<file path="config.mk">
export PLATFORM = sky130hd
export DESIGN_NAME = regfile_bypass_flat
export DESIGN_NICKNAME = d
export VERILOG_FILES = /design/src/rtl/regfile_pkg.sv /design/src/rtl/regfile_bypass_if.sv /design/src/rtl/branch_cmp.sv /design/src/rtl/regfile_bypass.sv /design/src/flat_wrapper.sv
export SDC_FILE = /design/constraint.sdc
export NUM_CORES = 1
export LEC_CHECK = 0
export BUFFER_PORTS_ARGS = -buffer_cell sky130_fd_sc_hd__buf_2
export CAP_MARGIN = 20
export CORE_ASPECT_RATIO = 0.8
export CORE_MARGIN = 10
export CORE_UTILIZATION = 60
export CTS_BUF_LIST = sky130_fd_sc_hd__clkbuf_8
export DETAILED_ROUTE_END_ITERATION = 10
export GPL_TIMING_DRIVEN = 0
export PLACE_DENSITY = 0.77
export REMOVE_ABC_BUFFERS = 1
export SYNTH_ARGS = -nofsm -noshare
export SYNTH_HDL_FRONTEND = slang
export SYNTH_HIERARCHICAL = 1
export SYNTH_SLANG_ARGS = --single-unit
</file>
<file path="constraint.sdc">
create_clock -name clk -period 11.95 [get_ports clk]
set_input_delay 1.195 -clock clk [delete_from_list [all_inputs] [get_ports clk]]
set_output_delay 1.195 -clock clk [all_outputs]
set_load 0.05 [all_outputs]
</file>
<file path="src/rtl/regfile_pkg.sv">
// Shared definitions for the ID-stage register file.
//   cmp_op_e : comparator mode encodings (codes 6 and 7 are reserved)
//   state_e  : clear-engine state
//   slice_lo : low bit of port <port> in a packed multi-port vector
package regfile_pkg;

    typedef enum logic [2:0] {
        CMP_EQ  = 3'd0,
        CMP_NE  = 3'd1,
        CMP_LTZ = 3'd2,
        CMP_GEZ = 3'd3,
        CMP_GTZ = 3'd4,
        CMP_LEZ = 3'd5
    } cmp_op_e;

    typedef enum logic {
        ST_CLEAR = 1'b0,
        ST_RUN   = 1'b1
    } state_e;

    function automatic int unsigned slice_lo(input int unsigned port, input int unsigned width);
        return port * width;
    endfunction

endpackage

</file>
<file path="src/rtl/regfile_bypass_if.sv">
// Bus bundle between decode/WB and the register file.
//   master : drives clr_req, we, waddr, wdata, raddr, cmp_op
//   slave  : the register file; returns rdata, cmp_true, ready, wr_err
interface regfile_bypass_if #(
    parameter int DATA_W = 32,
    parameter int ADDR_W = 5,
    parameter int NUM_RD = 2
);
    logic                       clr_req;
    logic                       we;
    logic [ADDR_W-1:0]          waddr;
    logic [DATA_W-1:0]          wdata;
    logic [NUM_RD*ADDR_W-1:0]   raddr;
    logic [NUM_RD*DATA_W-1:0]   rdata;
    logic [2:0]                 cmp_op;
    logic                       cmp_true;
    logic                       ready;
    logic                       wr_err;

    modport master (
        output clr_req, we, waddr, wdata, raddr, cmp_op,
        input  rdata, cmp_true, ready, wr_err
    );

    modport slave (
        input  clr_req, we, waddr, wdata, raddr, cmp_op,
        output rdata, cmp_true, ready, wr_err
    );
endinterface

</file>
<file path="src/rtl/branch_cmp.sv">
// Branch condition comparator, shared by ID and the EX branch unit.
//   a, b   : operands (a is the one tested against zero)
//   op     : cmp_op_e encoding; reserved codes give 0
//   result : condition outcome
module branch_cmp
    import regfile_pkg::*;
#(
    parameter int DATA_W = 32
) (
    input  logic [DATA_W-1:0] a,
    input  logic [DATA_W-1:0] b,
    input  logic [2:0]        op,
    output logic              result
);

    logic a_neg_s;
    logic a_zero_s;

    // Zero tests treat a as two's complement, so its sign bit decides negativity.
    assign a_neg_s  = a[DATA_W-1];
    assign a_zero_s = (a == {DATA_W{1'b0}});

    // Mode select.
    always_comb begin
        result = 1'b0;
        case (op)
            CMP_EQ:  result = (a == b);
            CMP_NE:  result = (a != b);
            CMP_LTZ: result = a_neg_s;
            CMP_GEZ: result = !a_neg_s;
            CMP_GTZ: result = !a_neg_s && !a_zero_s;
            CMP_LEZ: result = a_neg_s || a_zero_s;
            default: result = 1'b0;
        endcase
    end

endmodule

</file>
<file path="src/rtl/regfile_bypass.sv">
// Parametrised ID-stage register file with WB write-through bypass,
// optional hardwired zero entry, branch comparator and a sequential
// clear engine (runs after rst or on clr_req).
//   clk, rst : clock, synchronous active-high reset
//   bus      : slave side of regfile_bypass_if (write port, packed read
//              ports, comparator op/result, ready, wr_err)
module regfile_bypass
    import regfile_pkg::*;
#(
    parameter int DATA_W   = 32,
    parameter int ADDR_W   = 5,
    parameter int NUM_RD   = 2,
    parameter int ZERO_REG = 1,
    parameter int BYPASS   = 1
) (
    input  logic             clk,
    input  logic             rst,
    regfile_bypass_if.slave  bus
);

    localparam int                DEPTH    = 2 ** ADDR_W;
    localparam logic [ADDR_W-1:0] LAST_IDX = ADDR_W'(DEPTH - 1);
    localparam logic [ADDR_W-1:0] ADDR_0   = {ADDR_W{1'b0}};
    localparam logic [DATA_W-1:0] DATA_0   = {DATA_W{1'b0}};

    state_e                   state_r, state_s;
    logic [ADDR_W-1:0]        clr_idx_r, clr_idx_s;
    logic                     wr_err_r, wr_err_s;
    logic [DATA_W-1:0]        mem_r [DEPTH];
    logic                     ready_s;
    logic                     wzero_s;
    logic                     mem_we_s;
    logic [ADDR_W-1:0]        ra_s;
    logic [NUM_RD*DATA_W-1:0] rdata_s;
    logic                     cmp_s;

    assign ready_s  = (state_r == ST_RUN);
    assign wzero_s  = (ZERO_REG != 0) && (bus.waddr == ADDR_0);
    // A write in the same cycle as an accepted clear request is dropped.
    assign mem_we_s = ready_s && bus.we && !bus.clr_req && !wzero_s;

    // Clear-engine next state, clear index and write-error flag.
    always_comb begin
        state_s   = state_r;
        clr_idx_s = clr_idx_r;
        wr_err_s  = 1'b0;
        case (state_r)
            ST_CLEAR: begin
                clr_idx_s = clr_idx_r + ADDR_W'(1);
                wr_err_s  = bus.we;
                if (clr_idx_r == LAST_IDX) begin
                    state_s = ST_RUN;
                end else begin
                    state_s = ST_CLEAR;
                end
            end
            ST_RUN: begin
                if (bus.clr_req) begin
                    state_s   = ST_CLEAR;
                    clr_idx_s = ADDR_0;
                    wr_err_s  = bus.we;
                end else begin
                    state_s   = ST_RUN;
                end
            end
            default: begin
                state_s   = ST_CLEAR;
                clr_idx_s = ADDR_0;
            end
        endcase
    end

    // Clear-engine state register; reset restarts any clear from entry 0.
    always_ff @(posedge clk) begin
        if (rst) begin
            state_r   <= ST_CLEAR;
            clr_idx_r <= ADDR_0;
            wr_err_r  <= 1'b0;
        end else begin
            state_r   <= state_s;
            clr_idx_r <= clr_idx_s;
            wr_err_r  <= wr_err_s;
        end
    end

    // Storage: zeroed one entry per cycle while clearing, WB write otherwise.
    always_ff @(posedge clk) begin
        if (!rst) begin
            if (state_r == ST_CLEAR) begin
                mem_r[clr_idx_r] <= DATA_0;
            end else if (mem_we_s) begin
                mem_r[bus.waddr] <= bus.wdata;
            end
        end
    end

    // Read ports: forced zero while clearing, then zero entry, bypass, array.
    always_comb begin
        rdata_s = {(NUM_RD*DATA_W){1'b0}};
        ra_s    = ADDR_0;
        for (int i = 0; i < NUM_RD; i++) begin
            ra_s = bus.raddr[slice_lo(i, ADDR_W) +: ADDR_W];
            if (!ready_s) begin
                rdata_s[slice_lo(i, DATA_W) +: DATA_W] = DATA_0;
            end else if ((ZERO_REG != 0) && (ra_s == ADDR_0)) begin
                rdata_s[slice_lo(i, DATA_W) +: DATA_W] = DATA_0;
            end else if ((BYPASS != 0) && bus.we && (bus.waddr == ra_s) && !wzero_s) begin
                rdata_s[slice_lo(i, DATA_W) +: DATA_W] = bus.wdata;
            end else begin
                rdata_s[slice_lo(i, DATA_W) +: DATA_W] = mem_r[ra_s];
            end
        end
    end

    branch_cmp #(
        .DATA_W (DATA_W)
    ) u_cmp (
        .a      (rdata_s[DATA_W-1:0]),
        .b      (rdata_s[2*DATA_W-1:DATA_W]),
        .op     (bus.cmp_op),
        .result (cmp_s)
    );

    assign bus.rdata    = rdata_s;
    assign bus.cmp_true = cmp_s;
    assign bus.ready    = ready_s;
    assign bus.wr_err   = wr_err_r;

endmodule

</file>
<file path="src/flat_wrapper.sv">
// flat-port wrapper written by rule: the top's interface ports become plain ports
module regfile_bypass_flat import regfile_pkg::*;
#(
    parameter int DATA_W   = 32,
    parameter int ADDR_W   = 5,
    parameter int NUM_RD   = 2,
    parameter int ZERO_REG = 1,
    parameter int BYPASS   = 1
)
  (clk, rst, bus_clr_req, bus_we, bus_waddr, bus_wdata, bus_raddr, bus_cmp_op, bus_rdata, bus_cmp_true, bus_ready, bus_wr_err);
  regfile_bypass_if #(.DATA_W(DATA_W), .ADDR_W(ADDR_W), .NUM_RD(NUM_RD)) bus_i ();
  input  logic clk;
  input  logic rst;
  input wire logic [$bits(bus_i.clr_req)-1:0] bus_clr_req;
  input wire logic [$bits(bus_i.we)-1:0] bus_we;
  input wire logic [$bits(bus_i.waddr)-1:0] bus_waddr;
  input wire logic [$bits(bus_i.wdata)-1:0] bus_wdata;
  input wire logic [$bits(bus_i.raddr)-1:0] bus_raddr;
  input wire logic [$bits(bus_i.cmp_op)-1:0] bus_cmp_op;
  output wire logic [$bits(bus_i.rdata)-1:0] bus_rdata;
  output wire logic [$bits(bus_i.cmp_true)-1:0] bus_cmp_true;
  output wire logic [$bits(bus_i.ready)-1:0] bus_ready;
  output wire logic [$bits(bus_i.wr_err)-1:0] bus_wr_err;
  assign bus_i.clr_req = bus_clr_req;
  assign bus_i.we = bus_we;
  assign bus_i.waddr = bus_waddr;
  assign bus_i.wdata = bus_wdata;
  assign bus_i.raddr = bus_raddr;
  assign bus_i.cmp_op = bus_cmp_op;
  assign bus_rdata = bus_i.rdata;
  assign bus_cmp_true = bus_i.cmp_true;
  assign bus_ready = bus_i.ready;
  assign bus_wr_err = bus_i.wr_err;
  regfile_bypass #(.DATA_W(DATA_W), .ADDR_W(ADDR_W), .NUM_RD(NUM_RD), .ZERO_REG(ZERO_REG), .BYPASS(BYPASS)) u_core (.clk(clk), .rst(rst), .bus(bus_i));
endmodule
</file>
* Word level (Yosys, flattened, before mapping)
Memory sizes are Yosys's and may differ from the RTL's.
Cells that the tools add are included.
** Operators by class
- $mul :: 0
- Shift-type cells :: 0
- $add $sub $neg :: 1
- Magnitude comparators :: 0
- Muxes and demuxes :: 24
- Equality and inequality tests :: 11
- Reductions and logical operators :: 19
- Bitwise gates (word level) :: 1
- Divide/modulo/power cells :: 0
** Operators with widths (count)
- $mux W32 :: 7
- $eq A32 B32 Y1 :: 1
- $logic_not A32 Y1 :: 1
- $ne A32 B32 Y1 :: 1
- $reduce_or A32 Y1 :: 1
- $logic_not A5 Y1 :: 3
- $mux W1 :: 11
- $eq A5 B5 Y1 :: 2
- $mux W5 :: 2
- $pmux W5 S2 :: 1
- $logic_and A1 B1 Y1 :: 8
- $eq A3 B2 Y1 const B :: 2
- $eq A3 B3 Y1 const B :: 2
- $pmux W1 S6 :: 1
- $add A5 B1 Y5 const B :: 1
- $eq A5 B5 Y1 const B :: 1
- $logic_not A1 Y1 :: 4
- $pmux W1 S2 :: 2
- $eq A3 B1 Y1 const B :: 1
- $logic_not A3 Y1 :: 1
- $ne A2 B2 Y1 const B :: 1
- $logic_or A1 B1 Y1 :: 1
- $not A1 Y1 :: 1
** Word-level totals
- RAM bits :: 1024
- Memories kept :: 1
- Word-level logic and storage cells :: 60
- Bits in latches :: 0
- Input bits :: 54
- Register bits :: 7
- ROM bits :: 0
- Output and inout bits :: 67
** Memories
- u_core.mem_r :: words 32, width 32, read ports 2, clocked after Yosys merged registers in 0, write ports 1, RTL line regfile_bypass.sv:29 : logic [DATA_W-1:0] mem_r [DEPTH];

* Depth between registers and ports, before layout
Gate-level depths: netlist of run 1.
- Word-level depth :: 10
- Mapped depth :: 14
- Depth with buffers taken out :: 10

* Cells and area by module
The synthesis of run 1 kept the hierarchy.
** By module, submodules not included
- regfile_bypass :: seq. area each 30889.6 µm², area an instance 49313.5 µm², cells an instance 2825, times used 1
- branch_cmp :: seq. area each 0.0 µm², area an instance 523.0 µm², cells an instance 68, times used 1

* Worst setup path after synthesis of run 1
Ideal clock, no wire load.
- Path kind :: input to output
- Start point :: input bus_waddr[1]
- End point :: output bus_cmp_true
- Stages on the path :: 12
- Path buffers :: 2
- Required time :: 10.755 ns
- Path slack :: 5.862 ns
- Data arrival time :: 4.893 ns
- Path through :: buf_2 or4_4 o21ai_4 nor3_1 or4_1 buf_2 o221ai_1 xor2_1 nor4_1 nand4_1 o22ai_1 nand4b_1
** Between the ends
- Elaborated cells between the ends (all ways) :: 22
- Classes of those cells :: 4 x eq/ne; 7 x mux; 11 x reduce/logical
** RTL lines
- start: declaration :: RTL line flat_wrapper.sv:16 : input wire logic [$bits(bus_i.waddr)-1:0] bus_waddr;
- $eq A5 B5 Y1 or $logic_not A5 Y1 (tied branches) :: RTL line regfile_bypass.sv:107, regfile_bypass.sv:38
- $logic_and A1 B1 Y1 or $logic_not A1 Y1 (tied branches) :: RTL line regfile_bypass.sv:107 : end else if ((BYPASS != 0) && bus.we && (bus.waddr == ra_s) && !wzero_s) begin
- $logic_and A1 B1 Y1 * :: RTL line regfile_bypass.sv:107
- $mux W32 * :: RTL line regfile_bypass.sv:107
- $mux W32 * :: RTL line regfile_bypass.sv:105 : end else if ((ZERO_REG != 0) && (ra_s == ADDR_0)) begin
- $mux W32 * :: RTL line regfile_bypass.sv:103 : if (!ready_s) begin
- via bus_rdata[63] :: RTL line flat_wrapper.sv:20 : output wire logic [$bits(bus_i.rdata)-1:0] bus_rdata;
- $ne A32 B32 Y1 or $eq A32 B32 Y1 (tied branches) :: RTL line branch_cmp.sv:28, branch_cmp.sv:27
- $pmux W1 S6 * :: RTL line branch_cmp.sv:26 : case (op)
- end: declaration :: RTL line flat_wrapper.sv:21 : output wire logic [$bits(bus_i.cmp_true)-1:0] bus_cmp_true;
Mark *: on every way through the listed nets, which the timed path passes. The rest lies on a longest branch.

* Final worst setup path of run 1
- Start point :: input bus_raddr[4]
- End point :: output bus_cmp_true
** Between the ends
- Cells in the longest elaborated chain, start to end :: 10
- Elaborated cells between the ends (all ways) :: 16
- Classes of those cells :: 3 x eq/ne; 4 x mux; 8 x reduce/logical; 1 x memory
** RTL lines
- start: declaration :: RTL line flat_wrapper.sv:18 : input wire logic [$bits(bus_i.raddr)-1:0] bus_raddr;
- branches (longest 4 deep; another with $mem_v2 Z32 W32)
- $mux W32 * :: RTL line regfile_bypass.sv:105
- $mux W32 * :: RTL line regfile_bypass.sv:103
- $logic_not A32 Y1 :: RTL line branch_cmp.sv:21 : assign a_zero_s = (a == {DATA_W{1'b0}});
- $logic_not A1 Y1 :: RTL line branch_cmp.sv:31 : CMP_GTZ: result = !a_neg_s && !a_zero_s;
- $logic_and A1 B1 Y1 :: RTL line branch_cmp.sv:31
- $pmux W1 S6 * :: RTL line branch_cmp.sv:26
Mark *: on every way between the ends.

==> summary.txt, run 1 <==
Synthesis
  – Post-Synthesis Cells: 2893
  – Syn. warnings: 6
  – Avg Synthesized Cell Area: 17.2 sq um
  – Post-synth EDFFs: 1024
  – Mapped cell area: 49800 sq um
  – Async set-reset flop share out of synthesis: 0%
  – Synth unique cells: 55
  – FF+latch count, synth: 1031
  – Seq/Total Area, Yosys: 62.0%
  – Dominant synthesized flop cell: edfxtp_1

Power and ir drop
  – Tot Pwr: 7350 uW
  – P_int: 5610 uW
  – Power Density: 129 nW/um^2
  – Switching power: 1740 uW
  – Flop pwr share: 53.7%
  – Clock share of power: 37.9%
  – Comb power frac: 8.4%
  – Switching Share: 23.6%
  – Static leakage: 0.0193 uW
  – Peak supply drop: 0.000119 V

Placed design
  – Placed Instances: 4005
  – Post-DP HPWL: 99800 microns
  – Port-buffer cells: 120
  – Routability congestion estimate: 0.840
  – Place WS: 4.02 ns

Run status
  – Failing checks: DRC
  – Outcome: complete, but fails checks

Timing
  – Final-report setup violation count: 0
  – Unrepaired setup endpoints after global routing: false
  – Slew HR: 19.6%
  – Final Skew: 0.0289 ns
  – Final Hold Viols: 0
  – Fin Hold WS: 0.579 ns
  – Fin worst setup slack: 3.54 ns
  – Fmax: 119 MHz
  – Max-slew violations: 0
  – Final worst-path cycle share: 70.4%
  – Fin crit period: 8.41 ns
  – Tightest Pin Transition: 1.19 ns

Die
  – Die area: 95100 sq um
  – Core region area: 82300 sq um
  – I/O pins: 121
  – Initial core utilization: 60.5%
  – Die width: 342 microns
  – Vert. Die Dim: 278 microns
  – Placement row count: 94

Layout
  – Number of nets in the layout: 3117
  – Share of cells above drive strength 1: 30.9%
  – Most frequent cells in the layout: 1024 x edfxtp_1, 352 x mux4_2, 295 x mux2i_1
  – Finished Layout Cells: 4277
  – Commonest non-fill, non-tap cell in the layout: edfxtp_1
  – Fill cell count: 5162
  – Layout area overhead: 13.9%

GRT
  – Initial antenna violation count: 3
  – Total track usage: 33.0%
  – Gr ovfl total: 0
  – Wire length of the first global-routing pass: 228000 microns
  – Vias in the first global route: 33100
  – Pin count of the biggest net entering global routing: 97

CTS
  – Num CTS Buffers: 156
  – Worst-Skew Late Latency: 0.84 ns
  – CTS Sinks: 1031
  – CTS root buf: clkbuf_8
  – CTS tree: built
  – H-tree depth: 4
  – Cts repair resizes: 0
  – CTS Buffer Depth: 3
  – Hold-fix buffers, CTS: 0
  – Clock-pin slew on the worst setup and hold paths: 0.05 ns
  – # Post-CTS Setup Buffers: 0

Setup path
  – Setup Crit Path Kind: in2out
  – Worst r2r path cells: 6
  – Crit end category: primary output
  – R2r startpoint: u_core/bus.ready
  – Worst R2R Setup Slack: 7.37 ns
  – Required @ worst endpoint: 10.76 ns
  – Worst-path maximum fanout: 52
  – Critical Path AT: 7.22 ns
  – Critical Path Source Type: primary input
  – Worst R2R End: u_core/mem_r[10][27]
  – Crit path from: bus_raddr[4]

Run
  – Max Cap Viol: 0

Routing
  – Avg WL per Cell: 36.9 microns
  – # DRC: 1
  – First-pass DRT Iterations: 9
  – Starting DRT DRC Count: 5214
  – Via count: 32800
  – Routed Antenna Nets: 0
  – Final wirelength: 158000 microns
  – DR vias/cell: 7.66

Worst hold path
  – HP Class: reg2reg
  – Hold worst-path end: u_core/clr_idx_r[2]
  – Worst hold start: u_core/clr_idx_r[2]
  – Min-Delay Path Depth: 2
## critical path, stage by stage
cell and delay, ns:
buf_6 0.44, buf_16 0.37, xnor2_1 0.18, nand4_1 0.28, o311ai_4 0.91, buf_8 0.25, buf_8 0.19, a21oi_1 0.07
a211o_1 0.47, nor4_1 1.05, nand4_1 0.79, o21ai_0 0.40, o31a_1 0.19, nand4b_1 0.09, buf_2 0.23
## synth_stat cells (32+ instances only)
cell | number | area, sq um
mux2i_1 | 295 | 2950
a211o_1 | 32 | 280
buf_2 | 68 | 340
xor2_1 | 33 | 289
a21oi_1 | 73 | 365
o21a_1 | 32 | 240
nor2b_1 | 37 | 231
a211oi_1 | 64 | 480
o22ai_1 | 59 | 369
nor3_1 | 40 | 200
clkbuf_1 | 142 | 533
a22oi_1 | 64 | 480
o21bai_1 | 32 | 240
mux2_2 | 63 | 709
mux4_2 | 352 | 7930
edfxtp_1 | 1024 | 30700
nor2_1 | 80 | 300
inv_1 | 40 | 150
nand3_1 | 36 | 180
a221oi_1 | 100 | 876
## worst max-delay path by stage
stage | slack [ns] | end | depth (start not counted)
6_report | 3.54 | bus_cmp_true | 15
5_1_grt | 3.67 | bus_cmp_true | 15
4_1_cts | 4.03 | bus_cmp_true | 15
3_5_place_dp | 4.02 | bus_cmp_true | 15
3_3_place_gp | -15.03 | bus_cmp_true | 11
2_1_floorplan | 4.17 | bus_cmp_true | 9
## flip-flops by register name, summed over array words and instances (netlist names)
signal and count:
u_core/mem_r 1024, u_core/clr_idx_r 5, u_core/bus.ready 1, u_core/bus.wr_err 1
## metrics by stage
step	cell area (sq um)	setup TNS, ns	util (%)
final	56800	0	69.0
after global routing	56800	0	69.0
after CTS	56800	0	68.9
after detailed placement	53900	0	65.4
after global placement	50800	-519.27	61.7
after floorplan	48800	0	-
## power groups by stage
stage | Clock [uW] | Combinational (uW) | Sequential, uW
3_3_place_gp | 0 | 663 | 4030
3_5_place_dp | 0 | 600 | 4030
6_report | 2790 | 614 | 3950
5_1_grt | 2970 | 638 | 3950
2_1_floorplan | 0 | 315 | 4020
4_1_cts | 2810 | 602 | 3950
## final cells by class
| type | instances | area (sq um) | area share [%] |
|---|---|---|---|
| diodes | 1 | 2.50 | 0.00441 |
| clock buffers | 158 | 2170 | 3.83 |
| clock inverters | 111 | 709 | 1.25 |
| inverters | 40 | 155 | 0.273 |
| multi-input cells | 1581 | 18300 | 32.2 |
| flip-flops and latches | 1031 | 30900 | 54.4 |
| well taps | 1104 | 1380 | 2.43 |
| repair buffers | 251 | 3180 | 5.60 |
## cells by family (layout without fill, tap and decap cells)
kind of cell	count (synthesis)	count (layout)	synth area share, %
AO/OA/AOI/OAI	534	534	8.51
XOR/XNOR	43	43	0.756
adder cells (fa/ha/maj)	2	2	0.0502
buffers and inverters	281	560	2.34
flip-flops	1031	1031	62.0
multiplexers	710	710	23.3
other	0	1	0
AND/OR/NAND/NOR	292	292	3.11
## metal layers
layer  up-vias  track usage [%]  part of all wire (%)
li1      12600                -                     -
met1     16700             42.6                    34
met2      2838             50.6                    46
met3       564             10.6                    15
met4         0             15.5                   4.9
met5         -                0                     0
Power figures use the tool's default switching activity.
==> run 2, diff against run 1 <==
--- a/config.mk
+++ b/config.mk
@@ -9,11 +9,11 @@
 export CAP_MARGIN = 20
 export CORE_ASPECT_RATIO = 0.8
 export CORE_MARGIN = 10
-export CORE_UTILIZATION = 60
+export CORE_UTILIZATION = 59
 export CTS_BUF_LIST = sky130_fd_sc_hd__clkbuf_8
 export DETAILED_ROUTE_END_ITERATION = 10
 export GPL_TIMING_DRIVEN = 0
-export PLACE_DENSITY = 0.77
+export PLACE_DENSITY = 0.79
 export REMOVE_ABC_BUFFERS = 1
 export SYNTH_ARGS = -nofsm -noshare
 export SYNTH_HDL_FRONTEND = slang
==> constraint.sdc (replaced) <==
create_clock -name clk -period 7 [get_ports clk]
set_input_delay 0.7 -clock clk [delete_from_list [all_inputs] [get_ports clk]]
set_output_delay 0.7 -clock clk [all_outputs]
set_load 0.05 [all_outputs]
==> run 2 against run 1 <==
Against the previous run:
- the run now ends clean
- worst setup slack got worse by 3.5 ns
- worst hold slack lost 0.40 ns
- register-to-register slack got worse by 5.0 ns
- largest power group unchanged
- highest routed layer is now met5
==> summary.txt, run 2 (same netlist as run 1, synthesis figures left out) <==
Run status
  – Outcome: finished clean

Power and ir drop
  – Switching Share: 24.1%
  – Power Density: 218 nW/um^2
  – Flop pwr share: 54.7%
  – Comb power frac: 8.6%
  – P_int: 9360 uW
  – Clock share of power: 36.8%
  – Switching power: 2970 uW
  – Static leakage: 0.0193 uW
  – Peak supply drop: 0.000152 V

GRT
  – Gr ovfl total: 0
  – Initial antenna violation count: 6
  – Vias in the first global route: 33400
  – Total track usage: 32.7%
  – Pin count of the biggest net entering global routing: 90
  – Wire length of the first global-routing pass: 228000 microns

Placed design
  – Post-DP HPWL: 100000 microns
  – Routability congestion estimate: 0.827
  – Placed inst area: 53800 sq um
  – Port-buffer cells: 120

Routing
  – Starting DRT DRC Count: 5600
  – Final wirelength: 159000 microns
  – Routed Antenna Nets: 0
  – DR vias/cell: 7.64
  – # DRC: 0
  – Via count: 32900
  – First-pass DRT Iterations: 6
  – Avg WL per Cell: 37.1 microns

CTS
  – Num CTS Buffers: 156
  – Worst-Skew Late Latency: 0.84 ns
  – CTS Sinks: 1031
  – CTS Buffer Depth: 3
  – CTS tree: built
  – CTS root buf: clkbuf_8
  – Clock-pin slew on the worst setup and hold paths: 0.07 ns
  – Hold-fix buffers, CTS: 0
  – H-tree depth: 4

Setup path
  – Critical Path Source Type: primary input
  – CP peak stage delay: 0.71 ns
  – Worst-path maximum fanout: 80
  – Crit end category: primary output
  – Slowest cell on the critical path: nor4_2
  – Setup Crit Path Kind: in2out
  – Worst r2r path cells: 6
  – Most used cell, CP: nor3_1
  – Critical Path AT: 6.27 ns
  – Required @ worst endpoint: 6.30 ns
  – Critical-path cell list: buf_6 > buf_16 > or2_2 > buf_12 > nor3_1 > a21oi_1 > nand2_4 > o221ai_2 > xor2_1 > nor4_2 > nand4_1 > nor3_1 > nand4b_1 > buf_2

Layout
  – Share of cells above drive strength 1: 30.8%
  – Final instance area: 56700 sq um
  – Max FFs per register: 1024
  – Layout area overhead: 13.7%
  – Largest Register: u_core/mem_r
  – Number of nets in the layout: 3117
  – Commonest non-fill, non-tap cell in the layout: edfxtp_1
  – Biggest regs: u_core/mem_r x1024, u_core/clr_idx_r x5
  – Most frequent cells in the layout: 1024 x edfxtp_1, 352 x mux4_2, 295 x mux2i_1

Run
  – Max Cap Viol: 0

Die
  – Die width: 345 microns
  – I/O pins: 121
  – Initial core utilization: 59.4%
  – Vert. Die Dim: 280 microns
  – Die area: 96600 sq um
  – Core region area: 83900 sq um
  – Placement row count: 95

Timing
  – Setup TNS: 0 ns
  – Final-report setup violation count: 0
  – Unrepaired setup endpoints after global routing: false
  – Final worst-path cycle share: 99.5%
  – Final Skew: 0.0276 ns
  – Fin crit period: 6.97 ns
  – Tightest Pin Transition: 1.08 ns
  – Fmax: 144 MHz
  – Fin Hold WS: 0.179 ns
  – Max-slew violations: 0
  – Final Hold Viols: 0
  – Slew HR: 27.8%

Worst hold path
  – HP Class: in2reg
  – Min-Delay Path Depth: 2
run 2: metrics by stage:
stage	cells	setup WS [ns]	power (uW)	util (%)
after floorplan	2652	0.205	7410	-
after global placement	3887	-18.74	8000	60.6
after detailed placement	4013	-0.331	7900	64.1
after CTS	4293	0.0215	12300	67.4
final	4303	0.0319	12300	67.5
after global routing	4298	0.0308	12700	67.5
run 2: final cells by class:
class                      count  area [sq um]
sequential                  1031         30900
inverter                      40           155
clock buffer                 162          2230
clock inverter               117           523
multi-input combinational   1581         18300
fill                        5329         27200
antenna                        6          15.0
tap                         1115          1400
timing repair buffer         251          3160
run 2: worst max-delay path: cells and delay by family:
family / cells / cell delay (ns)
buffers and inverters: 4 / 1.27
AO/OA/AOI/OAI: 2 / 0.93
XOR/XNOR: 1 / 0.28
AND/OR/NAND/NOR: 7 / 2.89
run 2: metal layers:
metal	routed length (microns)	up-vias	GRT usage [%]
met3	25000	646	11.6
met5	245	-	0.260
met1	53900	16500	42.3
li1	-	12700	-
met2	71300	3013	48.7
met4	9020	10	16.7
run 2: repair_timing:
item,in CTS,in global routing
pin swaps,1,2
endpoints found under the setup margin,1,1
buffers inserted,1,2
cloned,0,1
resized for setup,2,2
run 2: power groups by stage:
| stage | clock network (uW) | logic (uW) | registers (uW) |
|---|---|---|---|
| 2_1_floorplan | 0 | 537 | 6870 |
| 3_3_place_gp | 0 | 1130 | 6870 |
| 3_5_place_dp | 0 | 1020 | 6870 |
| 4_1_cts | 4550 | 1030 | 6740 |
| 5_1_grt | 4840 | 1090 | 6740 |
| 6_report | 4530 | 1060 | 6740 |
run 2: final timing paths:
path / from / end / slack [ns]
worst max register to register: u_core/bus.ready / u_core/mem_r[10][30] / 2.37
worst max-delay path: bus_raddr[7] / bus_cmp_true / 0.03
worst min-delay path: rst / u_core/clr_idx_r[1] / 0.18
worst min register to register: u_core/clr_idx_r[2] / u_core/clr_idx_r[2] / 0.56
